==> config.mk <==
export PLATFORM = sky130hd
export DESIGN_NAME = frv_pipeline_writeback
export DESIGN_NICKNAME = d
export VERILOG_FILES = /design/src/rtl/frv_pipeline_writeback.sv
export SDC_FILE = /design/constraint.sdc
export NUM_CORES = 1
export LEC_CHECK = 0
export ABC_AREA = 1
export BUFFER_PORTS_ARGS = -buffer_cell sky130_fd_sc_hd__buf_4
export CORE_MARGIN = 5
export CORE_UTILIZATION = 42
export DETAILED_ROUTE_END_ITERATION = 7
export GPL_TIMING_DRIVEN = 0
export PLACE_DENSITY_LB_ADDON = 0.12
export SKIP_LAST_GASP = 1
export SYNTH_ARGS = -nofsm -noshare
export SYNTH_HDL_FRONTEND = slang
export SYNTH_SLANG_ARGS = --single-unit
==> constraint.sdc <==
create_clock -name g_clk -period 2.13 [get_ports g_clk]
set_clock_uncertainty 0.1 [all_clocks]
set_input_delay 0.1065 -clock g_clk [delete_from_list [all_inputs] [get_ports g_clk]]
set_output_delay 0.1065 -clock g_clk [all_outputs]
set_load 0.05 [all_outputs]
==> src/rtl/frv_pipeline_writeback.sv <==
// Writeback stage: retires instructions, completes loads/stores against the data
// memory response channel, and raises traps for faulting instructions.
module frv_pipeline_writeback #(
    parameter int XLEN = 32,
    parameter int OP   = 4,
    parameter int FU   = 6
) (
    input  logic            g_clk,
    input  logic            g_reset,
    input  logic            flush,
    input  logic            s4_valid,
    output logic            s4_busy,
    input  logic [4:0]      s4_rd,
    input  logic [XLEN-1:0] s4_opr_a,
    input  logic [XLEN-1:0] s4_opr_b,
    input  logic [OP:0]     s4_uop,
    input  logic [FU:0]     s4_fu,
    input  logic            s4_trap,
    input  logic [1:0]      s4_size,
    input  logic [31:0]     s4_instr,
    input  logic            dmem_req,
    input  logic            dmem_gnt,
    input  logic            dmem_recv,
    input  logic            dmem_error,
    input  logic [XLEN-1:0] dmem_rdata,
    output logic            gpr_wen,
    output logic [4:0]      gpr_rd,
    output logic [XLEN-1:0] gpr_wdata,
    output logic            trap_cpu,
    output logic [5:0]      trap_cause,
    output logic            instr_ret,
    output logic [4:0]      fwd_s4_rd,
    output logic [XLEN-1:0] fwd_s4_wdata,
    output logic            fwd_s4_load
);

    typedef enum logic [1:0] {IDLE, PEND, HELD, DROP} state_t;

    state_t          state_reg, state_next;
    logic [XLEN-1:0] hold_data_reg;
    logic            hold_err_reg;

    logic            grant;
    logic            lsu_instr;
    logic            is_load;
    logic            consume_recv;
    logic            lsu_retire;
    logic [XLEN-1:0] resp_data;
    logic            resp_err;
    logic [7:0]      lane_byte [4];
    logic [15:0]     lane_half [2];
    logic [7:0]      load_byte;
    logic [15:0]     load_half;
    logic [XLEN-1:0] load_data;

    wire unused_inputs = ^{s4_instr, s4_size, s4_opr_b, s4_uop, s4_fu};

    assign grant        = dmem_req && dmem_gnt;
    assign lsu_instr    = s4_valid && s4_fu[2];
    assign is_load      = s4_uop[4];
    assign consume_recv = lsu_instr && !s4_trap && !flush;
    assign lsu_retire   = instr_ret && s4_fu[2] && !s4_trap;

    always_ff @(posedge g_clk) begin
        if (g_reset) begin
            state_reg <= IDLE;
        end else begin
            state_reg <= state_next;
        end
    end

    always_ff @(posedge g_clk) begin
        if (g_reset) begin
            hold_data_reg <= '0;
            hold_err_reg  <= 1'b0;
        end else if (state_reg == PEND && dmem_recv) begin
            hold_data_reg <= dmem_rdata;
            hold_err_reg  <= dmem_error;
        end
    end

    // A new grant may overlap the cycle in which the previous response completes.
    always_comb begin
        state_next = state_reg;
        case (state_reg)
            IDLE: if (grant) state_next = PEND;
            PEND: begin
                if (flush) begin
                    if (dmem_recv) state_next = grant ? PEND : IDLE;
                    else           state_next = DROP;
                end else if (dmem_recv) begin
                    if (consume_recv) state_next = grant ? PEND : IDLE;
                    else              state_next = HELD;
                end
            end
            HELD: if (flush || lsu_retire) state_next = grant ? PEND : IDLE;
            DROP: if (dmem_recv) state_next = grant ? PEND : IDLE;
            default: state_next = IDLE;
        endcase
    end

    assign resp_data = (state_reg == HELD) ? hold_data_reg : dmem_rdata;
    assign resp_err  = (state_reg == HELD) ? hold_err_reg  : dmem_error;

    for (genvar gi = 0; gi < 4; gi++) begin : g_byte_lane
        assign lane_byte[gi] = resp_data[8*gi +: 8];
    end
    for (genvar gi = 0; gi < 2; gi++) begin : g_half_lane
        assign lane_half[gi] = resp_data[16*gi +: 16];
    end

    assign load_byte = lane_byte[s4_opr_b[1:0]];
    assign load_half = lane_half[s4_opr_b[1]];

    always_comb begin
        load_data = resp_data;
        case (s4_uop[2:1])
            2'b01:   load_data = {{(XLEN-8){s4_uop[0] && load_byte[7]}}, load_byte};
            2'b10:   load_data = {{(XLEN-16){s4_uop[0] && load_half[15]}}, load_half};
            default: load_data = resp_data;
        endcase
    end

    always_comb begin
        s4_busy      = lsu_instr
                     && !(state_reg == HELD)
                     && !(state_reg == PEND && dmem_recv)
                     && !s4_trap;
        instr_ret    = s4_valid && !s4_busy && !flush;
        trap_cpu     = instr_ret && (s4_trap || (s4_fu[2] && resp_err));
        trap_cause   = 6'd0;
        if (trap_cpu) begin
            if (s4_trap)      trap_cause = {1'b0, s4_rd};
            else if (is_load) trap_cause = 6'd5;
            else              trap_cause = 6'd7;
        end
        gpr_wen      = instr_ret && !trap_cpu && (s4_rd != 5'd0)
                     && (!s4_fu[2] || is_load);
        gpr_rd       = s4_valid ? s4_rd : 5'd0;
        gpr_wdata    = '0;
        if (s4_valid) gpr_wdata = (s4_fu[2] && is_load) ? load_data : s4_opr_a;
        fwd_s4_rd    = gpr_rd;
        fwd_s4_wdata = gpr_wdata;
        fwd_s4_load  = lsu_instr && is_load && s4_busy;
    end

endmodule

# After elaboration in Yosys (flattened, before gate mapping)

Cells that the tools add are included.

Add/subtract/negate cells: 0
$mul: 0
Divide/modulo/power cells: 0
$lt $le $gt $ge: 2
Equal/unequal tests: 9
Shift-type cells: 0
Multiplexer cells: 24
Bitwise operators: 2
Reductions and logical operators: 35

Operators by type and width:

| operator                                                        | number |
|---|---|
| 32-bit 2-to-1 mux                                               | 3 |
| 32-bit case mux with 2 select lines                             | 1 |
| 16-bit 2-to-1 mux                                               | 3 |
| 1-bit logical AND                                               | 22 |
| 8-bit binary-select mux with 2-bit select                       | 1 |
| 2-bit 2-to-1 mux                                                | 8 |
| 8-bit 2-to-1 mux                                                | 2 |
| 5-bit 2-to-1 mux                                                | 3 |
| 2-bit case mux with 4 select lines                              | 1 |
| 1-bit logical NOT                                               | 7 |
| 2-bit == test, second input constant                            | 3 |
| 2-bit inequality test, second input constant                    | 3 |
| 5-bit nonzero test                                              | 1 |
| 2-bit by 1-bit == test with 1-bit output, second input constant | 2 |
| 4-bit AND reduction                                             | 1 |
| 3-bit >= comparator, second input constant                      | 1 |
| 1-bit logical OR                                                | 3 |
| 3-bit inequality test, second input constant                    | 1 |
| 2-bit inverter with 3-bit output                                | 1 |
| 2-bit >= comparator, second input constant                      | 1 |
| 2-bit logical NOT                                               | 1 |
| 1-bit 2-to-1 mux                                                | 2 |
| 1-bit inverter with 2-bit output                                | 1 |

Register bits after elaboration: 35
Bits in latches: 0
Bits in writable memories: 0
Bits in read-only memories: 0
Input port bits: 156
Output and inout port bits: 85
Word-level logic and storage cells: 75
Memories kept: 0

# Depth between registers and ports, before layout

Gate-level depths: netlist of run 1.

Depth in word-level cells: 13
Mapped depth: 12
Depth with buffers taken out: 10

# Worst setup path after synthesis of run 1

No wires, ideal clock.

Path kind: reg2out
Start: reg state_reg[1]
End: out trap_cause[0]
Arrival: 2,675 ps
Data required time: 1,924 ps
Path slack: -752 ps
Stages on the path, launching flop included: 9
Path buffers: 1
Cell sequence: dfxtp_1 -> buf_6 -> nor2_4 -> nand2_2 -> nand3_1 -> nand3_1 -> nor2_1 -> inv_1 -> a21oi_1

Cells in the longest elaborated chain, start to end: 10
Elaborated cells between the ends (all ways): 16

RTL lines:

| item                                                                      | line          | RTL |
|---|---|---|
| from (decl)                                                               | 39            | `state_t state_reg, state_next;` |
| from (signal assigned)                                                    | 68            | `state_reg <= state_next;` |
| 2-bit == test or 2-bit by 1-bit == test with 1-bit output (tied branches) | 103, 126, 127 |  |
| 1-bit logical NOT or 1-bit logical AND (tied branches)                    | 126, 127      |  |
| 1-bit logical AND or 1-bit logical NOT (tied branches)                    | 126, 127      |  |
| 1-bit logical AND                                                         | 127           | `&& !(state_reg == PEND && dmem_recv)` |
| 1-bit logical AND                                                         | 128           | `&& !s4_trap;` |
| 1-bit logical NOT                                                         | 129           | `instr_ret = s4_valid && !s4_busy && !flush;` |
| 1-bit logical AND (2 in series)                                           | 129           |  |
| 1-bit logical AND *                                                       | 130           | `trap_cpu = instr_ret && (s4_trap \|\| (s4_fu[2] && resp_err));` |
| net trap_cpu                                                              | 29            | `output logic trap_cpu,` |
| 5-bit 2-to-1 mux *                                                        | 132           | `if (trap_cpu) begin` |
| to (decl)                                                                 | 30            | `output logic [5:0] trap_cause,` |

Mark *: on every way through the listed nets, which the timed path passes. The rest lies on a longest branch.

# Worst setup path in the final report of run 1

Start: reg state_reg[0]
End: out gpr_wdata[13]

Cells in the longest elaborated chain, start to end: 9
Elaborated cells between the ends (all ways): 12

RTL lines:

| item                                                 | line | RTL |
|---|---|---|
| 2-bit == test *                                      | 102  | `assign resp_data = (state_reg == HELD) ? hold_data_reg : dmem_rdata;` |
| 32-bit 2-to-1 mux *                                  | 102  |  |
| 8-bit binary-select mux with 2-bit select            | 112  | `assign load_byte = lane_byte[s4_opr_b[1:0]];` |
| 8-bit 2-to-1 mux (implied by the code) (2 in series) | 112  |  |
| 1-bit logical AND                                    | 118  | `2'b01: load_data = {{(XLEN-8){s4_uop[0] && load_byte[7]}}, load_byte};` |
| 32-bit case mux with 2 select lines *                | 117  | `case (s4_uop[2:1])` |
| 32-bit 2-to-1 mux * (2 in series)                    | 141  | `if (s4_valid) gpr_wdata = (s4_fu[2] && is_load) ? load_data : s4_opr_a;` |
| to (decl)                                            | 28   | `output logic [XLEN-1:0] gpr_wdata,` |

Mark *: on every way between the ends. The rest lies on a longest branch, timed or not. The select of a mux whose other input is x is not followed.

==> impl_metrics.ini, run 1 <==
[setup_path]
path_depth = 13
criticalPathCategory = reg -> out
endpoint = gpr_wdata[13]
critPathBufInv = 5
cp_max_fo = 8
slowest_stage = dfxtp_2
crit_path_end_kind = primary output
critPathMaxStageDelay_ns = 0.37
r2r_start = state_reg[0]$_SDFFE_PP0P_
r2r_cells = 9
r2r_end = hold_data_reg[30]$_SDFFE_PP0P_
path_cells = inv_6, nand2_8, buf_6, buf_8, nand2_2, o21ai_2, mux2i_2, nand2b_1, nand2_1, nand2_2, a21oi_4, buf_6, buf_8
crit_family = buffers and inverters
cp-startpoint = state_reg[0]$_SDFFE_PP0P_
reg2reg_setup_slack_ns = 0.22
critPathArrivalTime_ns = 2.09
required_ns = 1.92
cp-start-kind = flip-flop

[detailed_routing]
routedWlPerCell_um = 17.4
vias_per_cell = 5.37
drtPass1Iterations = 5
vias = 4488
drt_iter0_drc = 241
drc = 0
drtAntennaViolNets = 0
routed_wl_mm = 14.5

[synth]
yosysWarnings = 0
avgSynthCellArea_sq_um = 6.23
synth_fp_nets = 690
ys_dominant_reg_cell = dfxtp_1
synthArstFlopShare = 0
synth.distinct_cells = 35
synth_top_area_cell = dfxtp_1
synth_edf_count = 0
yosysMostFrequentCell = nand2_1
syn-cell-area_sq_um = 3310
seq_area_frac_synth = 0.211
synth_top_area_share = 0.211
synthCells = 532
ys_ff_latch = 35
ys_top_cells_by_count = nand2_1 (103), o21ai_0 (66), inv_1 (50)
synth.top_cells.by_area = dfxtp_1 (21%), nand2_1 (12%), o21ai_0 (10%), buf_4 (9.1%), a211oi_1 (6.6%)

[clocking]
cts_inserted_buffers = 5
clk_pin_slew_ns = 0.08
clockBufferDepth = 2
cts_tree = yes
htreeDepth = 2
clock_latency_ns = 0.29
cts.sinks = 35
cts-root-buf = clkbuf_8

[sta]
tightest_slew_ns = 0.591
relSlewSlack = 0.606
final_critical_path_setup_slack_ns = -0.166
setup-tns-final_ns = -5.86
hold_slack_ns = 0.00110
max_freq_ghz = 0.436
rsz0062_at_grt = true
period_needed_ns = 2.30
fin_crit_sh = 1.08
hold_violations = 0
finalSetupViolCount = 62
slew_viol_final = 0

[global_routing]
grt_max_degree = 13
grt_pass1_vias = 4502
grt_overflow = 0
grt_pass1_wl_mm = 22.3
antenna_found_initial = 0
grt_usage = 0.282

[layout]
regArea_sq_um = 706
largest_reg_flops = 32
num_antenna_cells = 0
num-fill-cells = 516
fin_area_sq_um = 6280
nets = 890
multiInputGateArea_sq_um = 2640
syn_to_final_growth_pct = 89.4
layout-drive-gt1-share = 0.513

[die]
dieWidth_um = 98.8
die_h_um = 98.8
dieArea_sq_um = 9760
num_rows = 32
io_pins = 241
start_util = 0.431
core_area_sq_um = 7690

[pwr]
power.total_mw = 3.15
pwr_density_cell_nw_per_um2 = 501
p_leak_nw = 2.81
vdd.ir_drop.worst_mv = 0.514

[place]
hpwl_mm = 10.6
gp_congestion = 0.927
dpl_worst_slack_ns = -0.307
numPortBuffers = 166
post_dp_cell_area_sq_um = 5110

[hold_path]
hold_path.class = in -> reg
worstHoldPathCells = 3

[job]
cap_violations = 0

[outcome]
status = complete, but fails checks
violations = setup timing
## cell type report
| type | count | area share |
|---|---|---|
| clock inverter | 2 | 0.00618 |
| timing repair buffer | 193 | 0.300 |
| tap | 102 | 0.0203 |
| buffer | 71 | 0.0933 |
| multi-input combinational | 374 | 0.421 |
| inverter | 52 | 0.0335 |
| sequential | 35 | 0.112 |
| clock buffer | 6 | 0.0132 |
## where the power goes
group / internal [mW] / switching, mW / leakage, nW
clock network: 0.385 / 0.270 / 0.0618
registers: 0.698 / 0.0173 / 0.286
logic: 0.717 / 1.06 / 2.46
## stage by stage
stage,std cells,util
after floorplan,532,-
after global placement,800,0.665
after detailed placement,800,0.665
after CTS,833,0.795
after global routing,835,0.816
final,835,0.816
## logic make-up after synthesis
group | share of synthesized area
AO/OA/AOI/OAI | 0.279
multiplexers | 0.0211
flip-flops | 0.211
adder cells (fa/ha/maj) | 0.00755
other | 0.00113
buffers and inverters | 0.193
AND/OR/NAND/NOR | 0.287
## worst register-to-register path, stage by stage, from the launching register on
cell and delay [ns]:
dfxtp_2 0.34, inv_6 0.09, buf_6 0.12, buf_4 0.11, nor2_4 0.04, nand2_4 0.07
buf_4 0.18, buf_1 0.43, nor2_1 0.09, a211oi_1 0.22
## layer usage
layer | track usage | share of wire | up-vias
met5 | 0 | 0 | -
met4 | 0.102 | 0.033 | 0
met3 | 0.0559 | 0.073 | 46
met2 | 0.514 | 0.52 | 217
met1 | 0.324 | 0.38 | 2101
li1 | - | - | 2124
## cells in the final DEF (no fill, tap or decap), drive strengths merged, types with 3 or more instances in the layout
master       count
a211oi          29
a21oi           53
a22oi            4
buf            237
clkbuf          24
dfxtp           35
dlygate4sd3      9
inv             51
mux2i            7
nand2          119
nand2b           7
nand3           18
nand4            3
nor2            43
o21ai           68
or2             14
## worst min-delay path by stage
stage / endpoint / start
floorplan: hold_data_reg[15]$_SDFFE_PP0P_ / dmem_rdata[15]
global placement: hold_data_reg[15]$_SDFFE_PP0P_ / dmem_rdata[15]
detailed placement: hold_data_reg[7]$_SDFFE_PP0P_ / dmem_rdata[7]
CTS: hold_data_reg[26]$_SDFFE_PP0P_ / dmem_rdata[26]
global route: hold_data_reg[31]$_SDFFE_PP0P_ / dmem_rdata[31]
finish: hold_data_reg[25]$_SDFFE_PP0P_ / dmem_rdata[25]
## what timing repair did
action	4_1_cts	5_1_grt
pin swaps	34	14
buffers inserted	15	1
endpoints found under the setup margin	69	67
hold endpoints to repair	8	1
gates cloned	2	0
hold buffers	8	1
resized for setup	182	41
Power figures use the tool's default switching activity.
==> inputs of run 2 (changes only) <==
==> constraint.sdc (replaced) <==
create_clock -name g_clk -period 2.13 [get_ports g_clk]
set_clock_uncertainty 0.1 [all_clocks]
set_input_delay 0.426 -clock g_clk [delete_from_list [all_inputs] [get_ports g_clk]]
set_output_delay 0.426 -clock g_clk [all_outputs]
set_load 0.05 [all_outputs]
==> run 2 against run 1 <==
Net effect: largest power group unchanged; combinational power increased by 2%; final area rose by 0.78%; die area did not move; critical path depth fell by 2; largest cell class unchanged; the flow still finishes with violations (setup timing).
==> impl_metrics.ini, run 2 (same netlist as run 1, synthesis figures left out) <==
[global_routing]
grt_pass1_vias = 4469
grt_max_degree = 12
grt_overflow = 0
grt_pass1_wl_mm = 22.2
grt_usage = 0.279
antenna_found_initial = 0

[setup_path]
crit_path_end_kind = primary output
critPathArrivalTime_ns = 2.11
cp-start-kind = flip-flop
cp_max_fo = 10
criticalPathCategory = reg -> out
required_ns = 1.60

[detailed_routing]
drt_iter0_drc = 250
routed_wl_mm = 14.5
vias_per_cell = 5.37
drtPass1Iterations = 5
drc = 0
vias = 4421
routedWlPerCell_um = 17.6
drtAntennaViolNets = 0

[pwr]
pwr_density_cell_nw_per_um2 = 478
p_leak_nw = 2.81
seqPwrFrac = 0.236
p_clk_frac = 0.162
pwr-share-comb = 0.602
switching_share = 0.451
p_int_mw = 1.66
vdd.ir_drop.worst_mv = 0.391
switchingPower_mw = 1.36
power.total_mw = 3.02

[layout]
fin_util = 0.823
regArea_sq_um = 708
num-fill-cells = 471
nets = 879
final_cells = 824
layout-drive-gt1-share = 0.535
multiInputGateArea_sq_um = 2750
num_antenna_cells = 0
syn_to_final_growth_pct = 90.9
mostFrequentLayoutCell = buf_4
largest_reg_flops = 32
final_cell_mix = buf_4 (112), buf_6 (85), nand2_1 (83)

[clocking]
cts_inserted_buffers = 5
cts_hold_buf = 0
clk_pin_slew_ns = 0.08
cts_tree = yes
cts.sinks = 35
htreeDepth = 2
cts-root-buf = clkbuf_8
clock_latency_ns = 0.29
clockBufferDepth = 2

[place]
dpl_worst_slack_ns = -0.766
numPortBuffers = 166
dp_cells = 800
gp_congestion = 0.935
hpwl_mm = 10.8

[outcome]
violations = setup timing
status = complete, but fails checks

[die]
dieWidth_um = 98.8
num_rows = 32
die_h_um = 98.8
start_util = 0.431
core_area_sq_um = 7690
io_pins = 241
dieArea_sq_um = 9760

[sta]
tightest_slew_ns = 0.588
final_critical_path_setup_slack_ns = -0.501
finalSetupViolCount = 72
rsz0062_at_grt = true
hold_violations = 0
fin_crit_sh = 1.24
max_freq_ghz = 0.380
slew_viol_final = 0
relSlewSlack = 0.608
period_needed_ns = 2.63

[hold_path]
hold_path.class = in -> reg

[job]
cap_violations = 0
==> run 2: cell types whose count changed in the layout (fill, tap and decap cells not counted), moves of 4 or more <==
| cell | before | now |
|---|---|---|
| buf_6 | 66 | 85 |
| nor2_1 | 38 | 34 |
| buf_4 | 128 | 112 |
| nand2_2 | 33 | 20 |
| nand2_4 | 3 | 15 |
| clkbuf_1 | 13 | 9 |
| dlygate4sd3_1 | 9 | 0 |
| inv_1 | 48 | 43 |
==> run 2: path summary, 6_finish.rpt <==
kind / start / endpoint / slack (ns) / cells past startpoint
max: state_reg[0]$_SDFFE_PP0P_ / gpr_wdata[5] / -0.50 / 11
min reg2reg: hold_data_reg[1]$_SDFFE_PP0P_ / hold_data_reg[1]$_SDFFE_PP0P_ / 0.37 / 2
max reg2reg: state_reg[1]$_SDFFE_PP0P_ / hold_data_reg[26]$_SDFFE_PP0P_ / 0.23 / 8
min: dmem_rdata[27] / hold_data_reg[27]$_SDFFE_PP0P_ / 0.32 / 3
==> run 2: area by class of cell <==
| class | instances | area share |
|---|---|---|
| clock inverters | 2 | 0.00198 |
| clock buffers | 6 | 0.0115 |
| multi-input cells | 374 | 0.435 |
| plain buffers | 71 | 0.106 |
| well taps | 102 | 0.0202 |
| inverters | 52 | 0.0360 |
| flip-flops and latches | 35 | 0.112 |
| repair buffers | 182 | 0.278 |
==> run 2: critical path, stage by stage, from the launching register on <==
cell	delay [ns]
dfxtp_4	0.37
inv_8	0.10
nand2_8	0.09
buf_8	0.18
buf_8	0.17
o21ai_2	0.16
nand2_1	0.08
o21ai_0	0.08
nand2_1	0.11
a22oi_2	0.20
buf_6	0.13
buf_6	0.14
==> run 2: power by group through the flow <==
stage	sequential (mW)	clock, mW	combinational [mW]
final	0.714	0.490	1.82
after CTS	0.713	0.491	1.76
after global routing	0.718	0.508	1.91
after global placement	0.726	0	1.53
after floorplan	0.725	0	1.11
after detailed placement	0.728	0	1.55
==> run 2: per-stage QoR <==
stage,cell area [sq um],TNS [ns],hold WS [ns]
floorplan,4040,-8.73,0.334
global placement,5420,-35.95,0.346
detailed placement,5420,-36.80,0.346
CTS,6200,-27.87,0.318
global route,6320,-34.80,0.337
finish,6320,-28.63,0.321
==> run 2: metal layers <==
metal,part of all wire,vias to the layer above,GRT usage
li1,-,2095,-
met5,0,-,0
met1,0.38,2052,0.333
met2,0.51,242,0.497
met3,0.089,32,0.0467
met4,0.022,0,0.106
==> run 2: repair_timing <==
action                                  in CTS  in global routing
setup buffers                               13                  2
gates cloned                                 1                  0
endpoints found under the hold margin        0                  0
pin swaps                                   21                 18
endpoints found under the setup margin      83                 75
gates resized for setup                    159                 34
==> inputs of run 3 (changes only) <==
--- a/config.mk
+++ b/config.mk
@@ -5,12 +5,13 @@
 export SDC_FILE = /design/constraint.sdc
 export NUM_CORES = 1
 export LEC_CHECK = 0
-export ABC_AREA = 1
+export ABC_AREA = 0
 export BUFFER_PORTS_ARGS = -buffer_cell sky130_fd_sc_hd__buf_4
 export CORE_MARGIN = 5
-export CORE_UTILIZATION = 42
+export CORE_UTILIZATION = 41
 export DETAILED_ROUTE_END_ITERATION = 7
 export GPL_TIMING_DRIVEN = 0
+export MAX_ROUTING_LAYER = met4
 export PLACE_DENSITY_LB_ADDON = 0.12
 export SKIP_LAST_GASP = 1
 export SYNTH_ARGS = -nofsm -noshare
==> run 3 against run 2 <==
Net effect: the run still ends with setup timing left; worst setup slack worse by 0.30 ns; sequential cell count unchanged; worst hold slack worse by 0.033 ns; critical path depth down 3; non-clock buffer count up 3; power down 8.2%; count of clock-buffer cells in the layout up 2; clock power up 12%.
==> impl_metrics.ini, run 3 <==
[outcome]
status = complete, but fails checks
violations = setup timing

[synth]
synthArstFlopShare = 0
ys_ff_latch = 35
seq_area_frac_synth = 0.221
synth_fp_nets = 568
post_synth_and_or_nand_nor_area_fraction = 0.185
synth_top_family_by_area = compound AO/OA/AOI/OAI gates
synthCells = 410
synth_top_area_cell = dfxtp_1
synth_edf_count = 0
synth-compound-area-share = 0.243
synthAdderAreaFrac = 0.00790
ys_dominant_reg_cell = dfxtp_1
synth.distinct_cells = 43
avgSynthCellArea_sq_um = 7.72
yosysMostFrequentCell = nand2_1
synth_top_area_share = 0.221
synthMuxAreaShare = 0.199
synth.top_cells.by_area = dfxtp_1 (22%), mux2_2 (14%), buf_4 (9.2%), nand2_1 (9.2%), a21oi_1 (7.1%)
synthXorXnorAreaFrac = 0
syn-cell-area_sq_um = 3170
ys_top_cells_by_count = nand2_1 (78), a21oi_1 (45), buf_4 (39)
yosysWarnings = 0

[sta]
setup-tns-final_ns = -47.04
rsz0062_at_grt = true
hold_violations = 0
slew_viol_final = 0
period_needed_ns = 2.93
hold_slack_ns = 0.288
fin_crit_sh = 1.38
final_critical_path_setup_slack_ns = -0.799
finalSetupViolCount = 72
relSlewSlack = 0.580
max_freq_ghz = 0.341
tightest_slew_ns = 0.630

[layout]
mostFrequentLayoutCell = buf_4
multiInputGateArea_sq_um = 2730
regArea_sq_um = 708
nets = 762
num-fill-cells = 479
num_antenna_cells = 0
final_cells = 707
final_cell_mix = buf_4 (126), buf_6 (78), nand2_1 (76)
layout-drive-gt1-share = 0.625
syn_to_final_growth_pct = 93.2
largest_reg_flops = 32

[setup_path]
criticalPathCategory = reg -> out
crit_path_end_kind = primary output
path_cells = and2b_2, mux4_2, a32oi_4, buf_6, buf_12, o21ai_4, buf_6, buf_8
required_ns = 1.60
critPathArrivalTime_ns = 2.40
critPathMaxStageDelay_ns = 0.56
cp_max_fo = 5
crit_top_cell = buf_6
cp-start-kind = flip-flop
slowest_stage = mux4_2

[global_routing]
grt_pass1_vias = 4134
grt_overflow = 0
grtUsageMet3 = 0.0557
grt_usage = 0.281
use_met2 = 0.477
gr-max-usage-layer = met2
grt_max_degree = 11
use_met1 = 0.330
grt_pass1_wl_mm = 21.3
antenna_found_initial = 0

[clocking]
cts-root-buf = clkbuf_8
cts.sinks = 35
htreeDepth = 2
cts_tree = yes
clock_latency_ns = 0.29
cts_hold_buf = 0
clockBufferDepth = 2
clk_pin_slew_ns = 0.07
cts_inserted_buffers = 5

[detailed_routing]
routed_wl_mm = 14.2
drtPass1Iterations = 7
vias = 4095
drt_iter0_drc = 370
drc = 0
drtAntennaViolNets = 0
vias_per_cell = 5.79
routedWlPerCell_um = 20.1

[place]
dp_cells = 679
dpl_worst_slack_ns = -0.859
hpwl_mm = 9.85
numPortBuffers = 167
gp_congestion = 0.867

[pwr]
vdd.ir_drop.worst_mv = 0.306
p_leak_nw = 2.50
power.total_mw = 2.77
pwr_density_cell_nw_per_um2 = 454

[die]
io_pins = 241
die_h_um = 97.9
core_area_sq_um = 7610
start_util = 0.416
num_rows = 32
dieWidth_um = 97.9
dieArea_sq_um = 9580

[job]
cap_violations = 0

[hold_path]
hold_path.class = in -> reg
-- run 3: final cells by class --
type / count / area share
Buffer: 66 / 0.0941
Inverter: 6 / 0.00470
Clock buffer: 8 / 0.0164
Timing Repair Buffer: 190 / 0.301
Sequential cell: 35 / 0.116
Multi-Input combinational cell: 300 / 0.447
Tap cell: 102 / 0.0209
-- run 3: worst paths after layout --
path,startpoint,depth (start not counted),endpoint,slack (ns)
max,state_reg[0]$_SDFFE_PP0P_,8,gpr_wdata[27],-0.80
min,dmem_rdata[0],3,hold_data_reg[0]$_SDFFE_PP0P_,0.29
max reg2reg,state_reg[0]$_SDFFE_PP0P_,6,hold_data_reg[8]$_SDFFE_PP0P_,0.23
min reg2reg,hold_data_reg[1]$_SDFFE_PP0P_,2,hold_data_reg[1]$_SDFFE_PP0P_,0.35
-- run 3: logic make-up (layout without fill, tap and decap cells) --
family                   Yosys count  in the layout
adder cells (fa/ha/maj)            2              2
AND/OR/NAND/NOR                  126            126
other                              1              1
AO/OA/AOI/OAI                    124            124
multiplexers                      47             47
buffers and inverters             75            270
flip-flops                        35             35
-- run 3: what timing repair did --
action / 4_1_cts / 5_1_grt
buffers inserted: 12 / 10
gates resized for setup: 126 / 76
endpoints found under the setup margin: 82 / 103
pin swaps: 13 / 10
cloned: 1 / 0
-- run 3: report_power, final --
part / internal, mW / switching [mW]
Sequential: 0.671 / 0.0118
Clock: 0.296 / 0.253
Combinational: 0.657 / 0.886
Total: 1.62 / 1.15
-- run 3: worst max-delay path, delay by kind of cell, from the launching register on --
| kind | cells | cell delay (ns) |
|---|---|---|
| buf+inv | 4 | 0.59 |
| mux | 1 | 0.56 |
| flops | 1 | 0.35 |
| simple gates | 1 | 0.26 |
| compound gates | 2 | 0.35 |
-- run 3: routing by layer --
layer  wire length, um  vias to the layer above
met1              5270                     1956
met5                 0                        -
met2              7160                      260
met3              1240                       44
li1                  -                     1835
met4               564                        0
-- run 3: metrics by stage --
stage          area (sq um)   util
2_1_floorplan          3580      -
3_3_place_gp           4960  0.652
3_5_place_dp           4960  0.652
4_1_cts                5740  0.755
5_1_grt                6120  0.804
6_report               6120  0.804
